--- src/rtl/video_pkg.sv ---
// Shared definitions for the AXI4-Stream video pattern generator.
// Holds the pattern select codes, the FSM state encoding and the
// colour-bar palette (RGB888: R[23:16], G[15:8], B[7:0]).
package video_pkg;

    typedef enum logic [1:0] {
        PAT_BARS    = 2'd0,
        PAT_CHECKER = 2'd1,
        PAT_RAMP    = 2'd2,
        PAT_GRID    = 2'd3
    } pattern_e;

    typedef enum logic [1:0] {
        ST_IDLE      = 2'd0,
        ST_ACTIVE    = 2'd1,
        ST_LINE_GAP  = 2'd2,
        ST_FRAME_GAP = 2'd3
    } state_e;

    localparam logic [23:0] RGB_WHITE   = 24'hFFFFFF;
    localparam logic [23:0] RGB_YELLOW  = 24'hFFFF00;
    localparam logic [23:0] RGB_CYAN    = 24'h00FFFF;
    localparam logic [23:0] RGB_GREEN   = 24'h00FF00;
    localparam logic [23:0] RGB_MAGENTA = 24'hFF00FF;
    localparam logic [23:0] RGB_RED     = 24'hFF0000;
    localparam logic [23:0] RGB_BLUE    = 24'h0000FF;
    localparam logic [23:0] RGB_BLACK   = 24'h000000;

    // Bars run left to right in the classic SMPTE-like order.
    function automatic logic [23:0] bar_colour(input logic [2:0] idx);
        logic [23:0] rgb;
        case (idx)
            3'd0:    rgb = RGB_WHITE;
            3'd1:    rgb = RGB_YELLOW;
            3'd2:    rgb = RGB_CYAN;
            3'd3:    rgb = RGB_GREEN;
            3'd4:    rgb = RGB_MAGENTA;
            3'd5:    rgb = RGB_RED;
            3'd6:    rgb = RGB_BLUE;
            default: rgb = RGB_BLACK;
        endcase
        return rgb;
    endfunction

endpackage

--- src/rtl/axis_video_pattern_gen_if.sv ---
// AXI4-Stream video bus bundle.
// Signals: tdata (pixel), tvalid, tlast (end of line), tuser (start of
// frame), tready (downstream backpressure).
interface axis_video_pattern_gen_if #(
    parameter int DATA_WIDTH = 24
);
    logic [DATA_WIDTH-1:0] tdata;
    logic                  tvalid;
    logic                  tlast;
    logic                  tuser;
    logic                  tready;

    modport master (output tdata, tvalid, tlast, tuser, input tready);
    modport slave  (input tdata, tvalid, tlast, tuser, output tready);
endinterface

--- src/rtl/axis_video_pattern_gen_pixel.sv ---
// pattern_pixel: purely combinational colour lookup for one pixel.
// Ports: i_x/i_y pixel coordinate, i_sel pattern code, o_rgb RGB888 pixel.
module pattern_pixel
    import video_pkg::*;
#(
    parameter int WIDTH       = 1920,
    parameter int HEIGHT      = 1080,
    parameter int COORD_WIDTH = 16
) (
    input  logic [COORD_WIDTH-1:0] i_x,
    input  logic [COORD_WIDTH-1:0] i_y,
    input  pattern_e               i_sel,
    output logic [23:0]            o_rgb
);

    // Guard against lines narrower than eight pixels.
    localparam int                     BAR_W  = (WIDTH / 8 > 0) ? WIDTH / 8 : 1;
    localparam logic [COORD_WIDTH-1:0] X_LAST = COORD_WIDTH'(WIDTH - 1);
    localparam logic [COORD_WIDTH-1:0] Y_LAST = COORD_WIDTH'(HEIGHT - 1);

    logic [COORD_WIDTH-1:0] w_bar;
    logic [2:0]             w_bar_idx;
    logic                   w_grid_on;

    assign w_bar     = i_x / COORD_WIDTH'(BAR_W);
    // Widths not divisible by 8 leave a remainder that would index bar 8+.
    assign w_bar_idx = (w_bar > COORD_WIDTH'(7)) ? 3'd7 : w_bar[2:0];
    assign w_grid_on = (i_x[4:0] == 5'd0) || (i_y[4:0] == 5'd0) ||
                       (i_x == X_LAST) || (i_y == Y_LAST);

    always_comb begin
        o_rgb = RGB_BLACK;
        case (i_sel)
            PAT_BARS:    o_rgb = bar_colour(w_bar_idx);
            PAT_CHECKER: o_rgb = (i_x[4] ^ i_y[4]) ? RGB_WHITE : RGB_BLACK;
            PAT_RAMP:    o_rgb = {i_x[7:0], i_x[7:0], i_x[7:0]};
            PAT_GRID:    o_rgb = w_grid_on ? RGB_WHITE : RGB_BLACK;
            default:     o_rgb = RGB_BLACK;
        endcase
    end

endmodule

--- src/rtl/axis_video_pattern_gen.sv ---
// axis_video_pattern_gen: AXI4-Stream test-pattern source.
// Ports: clk, rst_n (async active-low), enable (run continuously),
// pattern_sel (latched at frame start), m_axis (master stream),
// frame_done (1-cycle pulse on final beat), frame_count (wrapping).
//
// state        | meaning
// -------------+-----------------------------------------------
// ST_IDLE      | no output, waiting for enable
// ST_ACTIVE    | tvalid high, presenting beat at (r_x, r_y)
// ST_LINE_GAP  | tvalid low for H_GAP cycles between lines
// ST_FRAME_GAP | tvalid low for FRAME_GAP cycles after a frame
module axis_video_pattern_gen
    import video_pkg::*;
#(
    parameter int WIDTH       = 1920,
    parameter int HEIGHT      = 1080,
    parameter int DATA_WIDTH  = 24,
    parameter int COORD_WIDTH = 16,
    parameter int H_GAP       = 0,
    parameter int FRAME_GAP   = 16
) (
    input  logic                      clk,
    input  logic                      rst_n,
    input  logic                      enable,
    input  logic [1:0]                pattern_sel,
    axis_video_pattern_gen_if.master  m_axis,
    output logic                      frame_done,
    output logic [15:0]               frame_count
);

    localparam int                     GAP_W      = 16;
    localparam logic [COORD_WIDTH-1:0] X_LAST     = COORD_WIDTH'(WIDTH - 1);
    localparam logic [COORD_WIDTH-1:0] Y_LAST     = COORD_WIDTH'(HEIGHT - 1);
    localparam bit                     HAS_HGAP   = (H_GAP > 0);
    localparam bit                     HAS_FGAP   = (FRAME_GAP > 0);
    localparam logic [GAP_W-1:0]       HGAP_INIT  = HAS_HGAP ? GAP_W'(H_GAP - 1) : '0;
    localparam logic [GAP_W-1:0]       FGAP_INIT  = HAS_FGAP ? GAP_W'(FRAME_GAP - 1) : '0;

    state_e                  r_state, w_state_next;
    logic [COORD_WIDTH-1:0]  r_x, r_y, w_x_next, w_y_next;
    logic [GAP_W-1:0]        r_gap, w_gap_next;
    pattern_e                r_sel, w_sel_next;
    logic                    r_tvalid, r_tlast, r_tuser, r_frame_done;
    logic [DATA_WIDTH-1:0]   r_tdata;
    logic [15:0]             r_frame_count;
    logic [23:0]             w_pixel;
    logic                    w_accept, w_x_end, w_y_end, w_load, w_sof, w_frame_end;

    assign w_accept = r_tvalid & m_axis.tready;
    assign w_x_end  = (r_x == X_LAST);
    assign w_y_end  = (r_y == Y_LAST);

    always_ff @(posedge clk or negedge rst_n) begin
        if (!rst_n) r_state <= ST_IDLE;
        else        r_state <= w_state_next;
    end

    always_comb begin
        w_state_next = r_state;
        case (r_state)
            ST_IDLE:
                if (enable) w_state_next = ST_ACTIVE;
            ST_ACTIVE:
                if (w_accept && w_x_end) begin
                    if (w_y_end) begin
                        if (HAS_FGAP)    w_state_next = ST_FRAME_GAP;
                        else if (enable) w_state_next = ST_ACTIVE;
                        else             w_state_next = ST_IDLE;
                    end else if (HAS_HGAP) begin
                        w_state_next = ST_LINE_GAP;
                    end
                end
            ST_LINE_GAP:
                if (r_gap == '0) w_state_next = ST_ACTIVE;
            ST_FRAME_GAP:
                if (r_gap == '0) w_state_next = enable ? ST_ACTIVE : ST_IDLE;
            default:
                w_state_next = ST_IDLE;
        endcase
    end

    // x/y always hold the coordinate of the beat being presented next, so
    // during a gap they already point at the next line/frame start and the
    // pixel is simply loaded from them when the gap expires.
    always_comb begin
        w_x_next    = r_x;
        w_y_next    = r_y;
        w_gap_next  = r_gap;
        w_load      = 1'b0;
        w_frame_end = 1'b0;
        case (r_state)
            ST_IDLE: begin
                w_x_next = '0;
                w_y_next = '0;
                w_load   = enable;
            end
            ST_ACTIVE:
                if (w_accept) begin
                    if (!w_x_end) begin
                        w_x_next = r_x + 1'b1;
                        w_load   = 1'b1;
                    end else if (w_y_end) begin
                        w_x_next    = '0;
                        w_y_next    = '0;
                        w_frame_end = 1'b1;
                        w_gap_next  = FGAP_INIT;
                        w_load      = !HAS_FGAP && enable;
                    end else begin
                        w_x_next   = '0;
                        w_y_next   = r_y + 1'b1;
                        w_gap_next = HGAP_INIT;
                        w_load     = !HAS_HGAP;
                    end
                end
            ST_LINE_GAP:
                if (r_gap == '0) w_load = 1'b1;
                else             w_gap_next = r_gap - 1'b1;
            ST_FRAME_GAP:
                if (r_gap == '0) w_load = enable;
                else             w_gap_next = r_gap - 1'b1;
            default: ;
        endcase
    end

    assign w_sof      = (w_x_next == '0) && (w_y_next == '0);
    // The pattern is sampled only as the first beat of a frame is loaded.
    assign w_sel_next = (w_load && w_sof) ? pattern_e'(pattern_sel) : r_sel;

    pattern_pixel #(
        .WIDTH       (WIDTH),
        .HEIGHT      (HEIGHT),
        .COORD_WIDTH (COORD_WIDTH)
    ) u_pixel (
        .i_x   (w_x_next),
        .i_y   (w_y_next),
        .i_sel (w_sel_next),
        .o_rgb (w_pixel)
    );

    always_ff @(posedge clk or negedge rst_n) begin
        if (!rst_n) begin
            r_x           <= '0;
            r_y           <= '0;
            r_gap         <= '0;
            r_sel         <= PAT_BARS;
            r_tvalid      <= 1'b0;
            r_tdata       <= '0;
            r_tlast       <= 1'b0;
            r_tuser       <= 1'b0;
            r_frame_done  <= 1'b0;
            r_frame_count <= '0;
        end else begin
            r_x          <= w_x_next;
            r_y          <= w_y_next;
            r_gap        <= w_gap_next;
            r_sel        <= w_sel_next;
            r_tvalid     <= (w_state_next == ST_ACTIVE);
            r_frame_done <= w_frame_end;
            if (w_load) begin
                r_tdata <= w_pixel;
                r_tlast <= (w_x_next == X_LAST);
                r_tuser <= w_sof;
            end
            if (w_frame_end) r_frame_count <= r_frame_count + 16'd1;
        end
    end

    assign m_axis.tdata  = r_tdata;
    assign m_axis.tvalid = r_tvalid;
    assign m_axis.tlast  = r_tlast;
    assign m_axis.tuser  = r_tuser;
    assign frame_done    = r_frame_done;
    assign frame_count   = r_frame_count;

endmodule
--- src/flat_wrapper.sv ---
// flat-port wrapper written by rule: the top's interface ports become plain ports
module axis_video_pattern_gen_flat import video_pkg::*;
#(
    parameter int WIDTH       = 1920,
    parameter int HEIGHT      = 1080,
    parameter int DATA_WIDTH  = 24,
    parameter int COORD_WIDTH = 16,
    parameter int H_GAP       = 0,
    parameter int FRAME_GAP   = 16
)
  (clk, rst_n, enable, pattern_sel, frame_done, frame_count, m_axis_tdata, m_axis_tvalid, m_axis_tlast, m_axis_tuser, m_axis_tready);
  axis_video_pattern_gen_if #(.DATA_WIDTH(DATA_WIDTH)) m_axis_i ();
  input  logic clk;
  input  logic rst_n;
  input  logic enable;
  input  logic [1:0] pattern_sel;
  output logic frame_done;
  output logic [15:0] frame_count;
  output wire logic [$bits(m_axis_i.tdata)-1:0] m_axis_tdata;
  output wire logic [$bits(m_axis_i.tvalid)-1:0] m_axis_tvalid;
  output wire logic [$bits(m_axis_i.tlast)-1:0] m_axis_tlast;
  output wire logic [$bits(m_axis_i.tuser)-1:0] m_axis_tuser;
  input wire logic [$bits(m_axis_i.tready)-1:0] m_axis_tready;
  assign m_axis_tdata = m_axis_i.tdata;
  assign m_axis_tvalid = m_axis_i.tvalid;
  assign m_axis_tlast = m_axis_i.tlast;
  assign m_axis_tuser = m_axis_i.tuser;
  assign m_axis_i.tready = m_axis_tready;
  axis_video_pattern_gen #(.WIDTH(WIDTH), .HEIGHT(HEIGHT), .DATA_WIDTH(DATA_WIDTH), .COORD_WIDTH(COORD_WIDTH), .H_GAP(H_GAP), .FRAME_GAP(FRAME_GAP)) u_core (.clk(clk), .rst_n(rst_n), .enable(enable), .pattern_sel(pattern_sel), .m_axis(m_axis_i), .frame_done(frame_done), .frame_count(frame_count));
endmodule
--- config.mk ---
export PLATFORM = sky130hd
export DESIGN_NAME = axis_video_pattern_gen_flat
export DESIGN_NICKNAME = d
export VERILOG_FILES = /design/src/rtl/video_pkg.sv /design/src/rtl/axis_video_pattern_gen_if.sv /design/src/rtl/axis_video_pattern_gen_pixel.sv /design/src/rtl/axis_video_pattern_gen.sv /design/src/flat_wrapper.sv
export SDC_FILE = /design/constraint.sdc
export NUM_CORES = 1
export LEC_CHECK = 0
export ABC_AREA = 1
export CORE_UTILIZATION = 39
export DETAILED_ROUTE_END_ITERATION = 7
export HOLD_SLACK_MARGIN = 0.05
export PLACE_DENSITY = 0.66
export SYNTH_ARGS = -nofsm -noshare
export SYNTH_HDL_FRONTEND = slang
export SYNTH_HIERARCHICAL = 1
export SYNTH_SLANG_ARGS = --single-unit
--- constraint.sdc ---
create_clock -name clk -period 14.7 [get_ports clk]
set_clock_uncertainty 0.2 [all_clocks]
set_input_delay 2.94 -clock clk [delete_from_list [all_inputs] [get_ports clk]]
set_output_delay 2.94 -clock clk [all_outputs]
set_load 0.01 [all_outputs]
# ---- Word-level counts from Yosys, hierarchy flattened
# Index checks and enable logic that the tools add are counted.
dict set report word_totals {
  ff_bits 96
  latch_bits 0
  ram_bits 0
  rom_bits 0
  in_bits 6
  out_inout_bits 44
  word_cells 91
  mem_count 0
}
dict set report op_classes {
  n_addsub 4
  mul 0
  div 1
  n_lt_le_gt_ge 1
  n_eq_ne 20
  n_shift 0
  muxes 35
  n_bitwise 2
  n_reduce_logical 17
}
# cell count
set ops {}
lappend ops {{$pmux W24 S7} 1}
lappend ops {{$mux W16} 8}
lappend ops {{$pmux W16 S2} 3}
lappend ops {{$pmux W24 S4} 1}
lappend ops {{$eq A16 B11 Y1 const B} 4}
lappend ops {{$add A16 B1 Y16 const B} 3}
lappend ops {{$logic_not A16 Y1} 3}
lappend ops {{$mux W24} 2}
lappend ops {{$div A16 B8 Y16 const B} 1}
lappend ops {{$gt A16 B3 Y1 const B} 1}
lappend ops {{$sub A16 B1 Y16 const B} 1}
lappend ops {{$mux W2} 6}
lappend ops {{$logic_not A5 Y1} 2}
lappend ops {{$mux W1} 10}
lappend ops {{$eq A3 B3 Y1 const B} 3}
lappend ops {{$eq A2 B2 Y1 const B} 4}
lappend ops {{$pmux W2 S4} 1}
lappend ops {{$eq A2 B1 Y1 const B} 3}
lappend ops {{$eq A3 B2 Y1 const B} 2}
lappend ops {{$logic_not A2 Y1} 2}
lappend ops {{$mux W4} 1}
lappend ops {{$ne A2 B1 Y1 const B} 2}
lappend ops {{$pmux W1 S4} 1}
lappend ops {{$reduce_and A4 Y1} 1}
lappend ops {{10 further kinds} 14}

# ---- Logic depth before layout (Yosys ltp)
# Gate-level depths: netlist of the first run.
dict set report logic_depth {
  ltp_word 11
  depth_mapped 50
  depth_no_buf 49
}

# ---- Hierarchy
# Netlist of the first run, hierarchy kept.
# module instances cells_per_inst area_each_um2 seq_area_each_um2
set by_module_without_submodules {}
lappend by_module_without_submodules {axis_video_pattern_gen 1 735 5401.4 2402.3}
lappend by_module_without_submodules {pattern_pixel 1 262 1342.5 0.0}

# ---- Worst setup path before layout of the first run
# OpenSTA, ideal clock, no wires.
dict set report synth_path {
  path_kind {in2reg}
  from {input port m_axis_tready}
  to {register u_core.r_tdata[5], in the netlist u_core/m_axis.tdata[5]}
  setup_ps 66
  arrival_ps 6796
  required_ps 14434
  path_slack_ps 7639
  path_stages 46
  n_path_buf 0
  path_cell_list {nand2_2 -> nor2_1 -> nand2_1 -> nor2_1 -> nand3_1 -> nand2_1 -> nand3_1 -> inv_1 -> nand2_1 -> o21ai_2 -> nor2_1 -> nand2_2 -> nand2_4 -> nand2_1 -> nand2_1 -> inv_2 -> nand3_1 -> nand2_4 -> [10 not listed] -> nor2_2 -> nand2_1 -> nand2_2 -> nand2_1 -> nand2_2 -> nor2_2 -> nand2_4 -> nand2_2 -> nand2_2 -> nand3_2 -> nor2_1 -> nand2_1 -> nand2_1 -> nor2_2 -> nand3_4 -> nand2_2 -> nand2_1 -> nand2_1}
}
dict set report synth_between {
  elab_chain_len 9
  elab_cells_between_ends 38
  classes_between {div: 1; order compare: 1; eq/ne: 11; mux: 12; bitwise: 2; reduce/logical: 11}
}
# item line
set synth_rtl {}
lappend synth_rtl {{from (decl)} flat_wrapper.sv:23} ;# input wire logic [$bits(m_axis_i.tready)-1:0] m_axis_tready;
lappend synth_rtl {{$and A1 B1 Y1 *} axis_video_pattern_gen.sv:49} ;# assign w_accept = r_tvalid & m_axis.tready;
lappend synth_rtl {{$mux W16 *} axis_video_pattern_gen.sv:98} ;# if (w_accept) begin
lappend synth_rtl {{$pmux W16 S2 *} axis_video_pattern_gen.sv:91} ;# case (r_state)
lappend synth_rtl {{via u_core.w_x_next[15]} axis_video_pattern_gen.sv:40} ;# logic [COORD_WIDTH-1:0] r_x, r_y, w_x_next, w_y_next;
lappend synth_rtl {{$div A16 B8 Y16 or $logic_not A16 Y1 (tied branches)} {axis_video_pattern_gen_pixel.sv:25, axis_video_pattern_gen.sv:125}}
lappend synth_rtl {{$gt A16 B3 Y1 or $logic_and A1 B1 Y1 (tied branches)} {axis_video_pattern_gen_pixel.sv:27, axis_video_pattern_gen.sv:125}}
lappend synth_rtl {{$mux W3 or $logic_and A1 B1 Y1 (tied branches)} {axis_video_pattern_gen_pixel.sv:27, axis_video_pattern_gen.sv:127}}
lappend synth_rtl {{$eq A3 B3 Y1 (tied with other cells)} video_pkg.sv:32} ;# case (idx)
lappend synth_rtl {{$pmux W24 S7 (tied with other cells)} video_pkg.sv:32}
lappend synth_rtl {{$pmux W24 S4 *} axis_video_pattern_gen_pixel.sv:33} ;# case (i_sel)
lappend synth_rtl {{via u_core.w_pixel[5]} axis_video_pattern_gen.sv:46} ;# logic [23:0] w_pixel;
lappend synth_rtl {{to (signal assigned)} axis_video_pattern_gen.sv:160} ;# r_tdata <= w_pixel;
lappend synth_rtl {{to (decl)} axis_video_pattern_gen.sv:44} ;# logic [DATA_WIDTH-1:0] r_tdata;
# The timed path passes the listed nets; every way through them passes the cells marked *.
# A chain may end at the register's enable or synchronous reset.

# ---- Final worst setup path of the first run
dict set report layout_path {
  from {input port m_axis_tready}
  to {register u_core.r_tdata[23], in the netlist u_core/m_axis.tdata[23]}
}
# Same word-level chain as after synthesis.

==> run metrics, run 1 <==
status finished clean; type of the tightest min-delay check flop to flop; number of buffers inserted by hold repair at cts 0; share of the cycle needed by the critical path after routing between 50% and 60%; EDFF count, synth 0; sequential share of the synthesized area a little over a third; grt ovf 0; Worst-Skew Late Latency around 0.35 ns; initial drt markers 500; library cells used by synthesis 45; final setup violating endpoints 0; area of the core 0.0168 sq mm; floorplan die height 134 um; most frequent CP cell nand2_2; I/O pin total 50; max_cap viols 0; Nets 1057; count of nets left with antenna violations after detail routing 0; PD cells roughly 68 mW/mm^2; Post-Syn Area per Cell just under 7 sq um; biggest area contributors in the synthesized netlist dfrtp_1 (36%), nand2_1 (18%), inv_1 (6.3%); cells resized by post-CTS repair 0; Design Power 534 uW; Antenna Cells 0; multi-input gate area in the final layout between 0.003 and 0.004 sq mm; Gate Count Post-Synth 997; Worst EP arrival between 8 and 9 ns; most frequently used cell type in the post-synthesis netlist nand2_1; cell with the biggest individual delay on the critical path clkdlybuf4s50_1; min cycle time layout 8.12 ns; buffers and inverters on the worst path 5; delay of the slowest cell on the worst path 0.49 ns; detailed-route vias per instance 4.98; cell area after layout just under 0.008 sq mm; Max Transition Viols Final 0; sum of net half-perimeters after detailed placement approximately 12000 um; post-route setup TNS 0 ns; critical path's top delay family simple AND/OR/NAND/NOR gates; Final Hold Fails 0; Worst Tran Pin Value 0.904 ns; Critical Setup Path Class primary input to flop; Routed WL per cell ~13 um; number of buffers on the longest clock path 2; Max rail drop VDD 0.0453 mV; area share of the largest cell type after synthesis 35.6%; initial standard-cell utilization of the core between 40% and 50%; unrepaired setup endpoints after global routing no; TritonCTS Sinks 96; dpl cell area ~0.0075 sq mm; ys flop type dfrtp_1; largest area contributor in the synthesized netlist dfrtp_1; Yosys Warn Count 6; PortBufs between 40 and 50; register area 0.00240 sq mm; Total Die Area about 0.018 sq mm; gp weighted congestion 0.872; CTS tree yes; reported leakage power 0.00426 uW; largest net degree at the start of global routing 59; H-Tree Depth 3; nature of the critical path endpoint flop; global-route usage over all layers roughly a fifth; Worst slew margin 39.3%; maximum operating frequency around 120 MHz; number of detailed-route iterations in the first pass 5; worst-case setup slack after placement approximately 6.3 ns; TritonCTS buffer count 9; Fin Hold WS roughly 0.29 ns; final routed wirelength across all metal layers ~16000 um; row cnt 47; startpoint types primary input; worst-path maximum fanout 9; net count after synthesis 1007; top cells by count, synth nand2_1 (331), inv_1 (114), nor2_1 (108); wire length of the first global-routing pass between 20000 and 30000 um; clock transition at the registers of the reported paths roughly 0.07 ns; FILL cells about 1700; DIE WIDTH about 130 um; vias post-DR ~6300; number of antenna violations at the first check in global routing 0; number of DRC violations after detailed routing 0; fraction of registers with async set or reset after synthesis 100%; Post-CTS Setup Inserts 0; via count of the first global-routing pass about 5900; fraction of final layout cells sized beyond drive strength 1 roughly 12%; buffer cell driving the clock tree root clkbuf_16; cell area after synthesis a little under 0.007 sq mm; slack of the worst reg-to-reg path between 9 and 10 ns; critical path required time between 10 and 15 ns; area growth from synthesis to final layout 15.6%; Final WS setup about 6.6 ns; number of flip-flops and latches in the synthesized netlist 96
==> registers in the layout, indices dropped and copies added, names as in the netlist <==
| register | count |
|---|---|
| u_core/m_axis.tuser | 1 |
| u_core/frame_done | 1 |
| u_core/r_y | 16 |
| u_core/m_axis.tvalid | 1 |
| u_core/m_axis.tlast | 1 |
| u_core/r_gap | 16 |
| u_core/r_sel | 2 |
| u_core/r_x | 16 |
| u_core/frame_count | 16 |
| u_core/m_axis.tdata | 24 |
| u_core/r_state | 2 |
==> worst reg2reg max path: cells and delay by family (launching register included) <==
family	cells	cell delay, ns
adder cells (fa/ha/maj)	1	0.27
AND/OR/NAND/NOR	28	3.67
flip-flops	1	0.41
buffers and inverters	4	0.34
AO/OA/AOI/OAI	4	0.59
==> metrics by stage <==
stage	cells	util (%)
2_1_floorplan	997	-
3_3_place_gp	1256	44.5
3_5_place_dp	1256	44.5
4_1_cts	1272	46.5
5_1_grt	1272	46.5
6_report	1272	46.5
==> placed cells by master (no fill, tap or decap), types with 4 or more instances in the layout <==
| cell type | n |
|---|---|
| a21oi_1 | 12 |
| nand2_4 | 8 |
| xnor2_1 | 7 |
| nand2_1 | 331 |
| inv_2 | 21 |
| nand2_2 | 28 |
| inv_1 | 114 |
| clkbuf_16 | 9 |
| xor2_1 | 16 |
| nor2_2 | 15 |
| dfrtp_1 | 96 |
| nand4_1 | 25 |
| buf_4 | 5 |
| o21ai_0 | 28 |
| o21ai_1 | 15 |
| clkdlybuf4s50_1 | 48 |
| ha_1 | 4 |
| nor2_1 | 108 |
| nor3_4 | 4 |
| nand3_2 | 7 |
| nand3_1 | 80 |
| nor3_1 | 15 |
| nor4_1 | 10 |
| nand3_4 | 4 |
==> final timing paths <==
kind,cells past startpoint,startpoint,to
min in group asynchronous,1,rst_n,u_core/r_gap[6]
max in group asynchronous,2,rst_n,u_core/m_axis.tdata[14]
max reg2reg,37,u_core/r_x[1],u_core/m_axis.tdata[23]
min,2,u_core/m_axis.tdata[10],u_core/m_axis.tdata[10]
min reg2reg,2,u_core/m_axis.tdata[10],u_core/m_axis.tdata[10]
max,37,m_axis_tready,u_core/m_axis.tdata[23]
==> layout make-up <==
class                      count  share of cell area, %
multi-input combinational    751                   48.2
sequential                    96                   30.8
timing repair buffer          53                   6.64
inverter                     136                   6.55
tap                          220                   3.53
clock buffer                  10                   3.06
clock inverter                 6                   1.24
==> routing by layer <==
layer  up-vias  GRT usage [%]  share of wire (%)  routed length (um)
li1       3269              -                  -                   -
met1      2937           25.9                 49                7870
met2       111           31.2                 47                7510
met3        19           1.90                2.5                 405
met4         0           7.39                1.8                 293
met5         -              0                  0                   0
==> where the power goes <==
group          leakage, uW  internal [uW]  switching [uW]
Combinational      0.00295           1.34            5.65
Sequential         0.00115            264               0
Clock             0.000162            156             107
Total              0.00426            421             113
==> logic make-up (layout without fill, tap and decap cells) <==
kind of cell	count (synthesis)	count (layout)	share of synthesized area, %
DFF	96	96	35.6
xor gates and xnor gates	23	23	2.99
adders and majority gates	4	4	0.742
buffers and inverters	150	205	8.66
AOI/OAI and AO/OA	72	72	6.22
and+or+nand+nor	652	652	45.8
Note: power is estimated with default switching activity, not from simulation.
==> inputs of run 2 (changes only) <==
==> constraint.sdc (replaced) <==
create_clock -name clk -period 7.8 [get_ports clk]
set_clock_uncertainty 0.2 [all_clocks]
set_input_delay 1.56 -clock clk [delete_from_list [all_inputs] [get_ports clk]]
set_output_delay 1.56 -clock clk [all_outputs]
set_load 0.01 [all_outputs]
==> run 2 against run 1 <==
Against the previous run:
- flip-flop and latch count unchanged
- sequential power up 89%
- highest routed layer unchanged
- first-iteration DRC count down 17%
- total power up 85%
- non-clock buffer count unchanged
- count of clock-buffer cells in the layout down 1
- via count up 0.14%
==> run metrics, run 2 (same netlist as run 1, synthesis figures left out) <==
initial standard-cell utilization of the core 40.2% (unchanged); H-Tree Depth 3 (unchanged); row cnt 47 (unchanged); R2R Path Start u_core/r_x[1] (unchanged); FILL cells 1708 (was 1735); Net Switching 204 uW (was 113 uW); Worst-Skew Late Latency 0.35 ns (about the same); worst-case setup slack after placement 0.713 ns (was 6.28 ns); area growth from synthesis to final layout 15.4% (was 15.6%); Internal Pwr Total 782 uW (was 421 uW); Post-CTS Setup Inserts 0 (unchanged); clock transition at the registers of the reported paths 0.07 ns (about the same); Nets 1057 (unchanged); Final WS setup 1.03 ns (was 6.58 ns); number of buffers inserted by hold repair at cts 0 (unchanged); vias post-DR 6345 (was 6336); sequential power share 50.4% (was 49.4%); number of DRC violations after detailed routing 0 (unchanged); fraction of final layout cells sized beyond drive strength 1 12.0% (was 12.1%); share of the cycle needed by the critical path after routing between 80% and 90%; portion of total power attributed to the clock network 48.2% (was 49.3%); TritonCTS Sinks 96 (unchanged); commonest cells after routing, fill and taps aside nand2_1 (331), inv_1 (114), nor2_1 (108) (unchanged); Post-Place Cells 1256 (unchanged); Total Die Area 0.0178 sq mm (unchanged); Max rail drop VDD 0.105 mV (was 0.0453 mV); detailed-route vias per instance 4.99 (was 4.98); most common cell after layout, fill and taps aside nand2_1 (unchanged); startpoint types primary input (unchanged); I/O pin total 50 (unchanged); cells resized by post-CTS repair 0 (unchanged); hold_sp u_core/m_axis.tdata[12] (was u_core/m_axis.tdata[10]); start point of the critical path m_axis_tready (unchanged); delay of the slowest cell on the worst path 0.50 ns (was 0.49 ns); DIE WIDTH 134 um (unchanged); wire length of the first global-routing pass 27300 um (was 27500 um); Max Transition Viols Final 0 (unchanged); status finished clean (unchanged); multi-input gate area in the final layout 0.00376 sq mm (unchanged); buffer cell driving the clock tree root clkbuf_16 (unchanged); max FFs per register 24 (unchanged); area of the core 0.0168 sq mm (unchanged); CTS tree yes (unchanged); TritonCTS buffer count 9 (unchanged); largest net degree at the start of global routing 59 (unchanged); Final Hold Fails 0 (unchanged); grt ovf 0 (unchanged); maximum operating frequency ~150 MHz; via count of the first global-routing pass 5890 (was 5886); sum of net half-perimeters after detailed placement 12200 um (about the same); Worst slew margin 43.8% (was 39.3%); worst-path maximum fanout 9 (unchanged); combinational power share 1.3% (about the same); number of antenna violations at the first check in global routing 0 (unchanged); initial drt markers 416 (was 500); unrepaired setup endpoints after global routing no (unchanged); number of non-filler instances in the completed layout 1271 (was 1272); PD cells 127 mW/mm^2 (was 68.5 mW/mm^2); most frequent CP cell nand2_2 (unchanged); nature of the critical path endpoint flop (unchanged); post-route setup TNS 0 ns (unchanged); global-route usage over all layers 18.8% (was 19.0%); final routed wirelength across all metal layers 16000 um (was 16100 um); min cycle time layout 6.77 ns; register area 0.00240 sq mm (unchanged); critical path required time 7.89 ns (was 14.79 ns); Worst EP arrival 6.85 ns (was 8.21 ns); number of detailed-route iterations in the first pass 5 (unchanged); count of nets left with antenna violations after detail routing 0 (unchanged); Routed WL per cell 12.6 um (about the same); PortBufs 49 (unchanged); gp weighted congestion 0.871 (was 0.872); Critical Setup Path Class primary input to flop (unchanged); reported leakage power 0.00425 uW (was 0.00426 uW); final setup violating endpoints 0 (unchanged); cell with the biggest individual delay on the critical path clkdlybuf4s50_1 (unchanged); Worst Tran Pin Value 0.839 ns (was 0.904 ns); Antenna Cells 0 (unchanged); number of buffers on the longest clock path 2 (unchanged); max_cap viols 0 (unchanged); type of the tightest min-delay check flop to flop (unchanged); floorplan die height 134 um (unchanged); switch share 20.7% (was 21.1%)
run 2: changes by cell type in the layout (fill, tap and decap cells not counted), sizes merged:
cell	delta
inv	-1
clkinv	+1
clkbuf	-1
run 2: critical path: cells and delay by family:
| kind | cells | cell delay, ns |
|---|---|---|
| and+or+nand+nor | 30 | 3.89 |
| buffers and inverters | 3 | 0.74 |
| AOI/OAI and AO/OA | 4 | 0.66 |
run 2: area by class of cell:
cell class / count / area share [%]
sequential: 96 / 30.9
clock inverter: 6 / 1.19
timing repair buffer: 53 / 6.66
clock buffer: 9 / 2.89
multi-input combinational: 751 / 48.3
tap: 220 / 3.54
inverter: 136 / 6.56
run 2: worst paths after layout:
check	to	slack (ns)	depth (start not counted)
setup / recovery	u_core/m_axis.tdata[5]	1.03	37
hold / removal	u_core/m_axis.tdata[12]	0.28	2
setup reg to reg	u_core/m_axis.tdata[5]	2.24	37
hold reg to reg	u_core/m_axis.tdata[12]	0.28	2
max in group asynchronous	u_core/m_axis.tdata[9]	5.30	2
min in group asynchronous	u_core/r_gap[8]	0.98	1
run 2: through the flow:
step / instance area [sq um] / power (uW) / utilization (%) / hold slack [ns]
2_1_floorplan: 6740 / 508 / - / 0.248
3_3_place_gp: 7460 / 521 / 44.5 / 0.266
3_5_place_dp: 7460 / 521 / 44.5 / 0.274
4_1_cts: 7780 / 999 / 46.4 / 0.292
5_1_grt: 7780 / 1020 / 46.4 / 0.301
6_report: 7780 / 986 / 46.4 / 0.285
run 2: power by group through the flow:
stage          registers (uW)  logic [uW]  clock network (uW)
2_1_floorplan             507       0.318                   0
3_3_place_gp              507        14.1                   0
3_5_place_dp              507        14.1                   0
4_1_cts                   497        14.1                 487
5_1_grt                   497        15.3                 505
6_report                  498        13.2                 476
run 2: routing by layer:
metal | global-route usage [%] | vias up | wire length [um]
met1 | 25.0 | 2923 | 7730
met3 | 1.94 | 24 | 485
met5 | 0 | - | 0
met2 | 31.2 | 133 | 7460
met4 | 7.45 | 0 | 357
li1 | - | 3265 | -
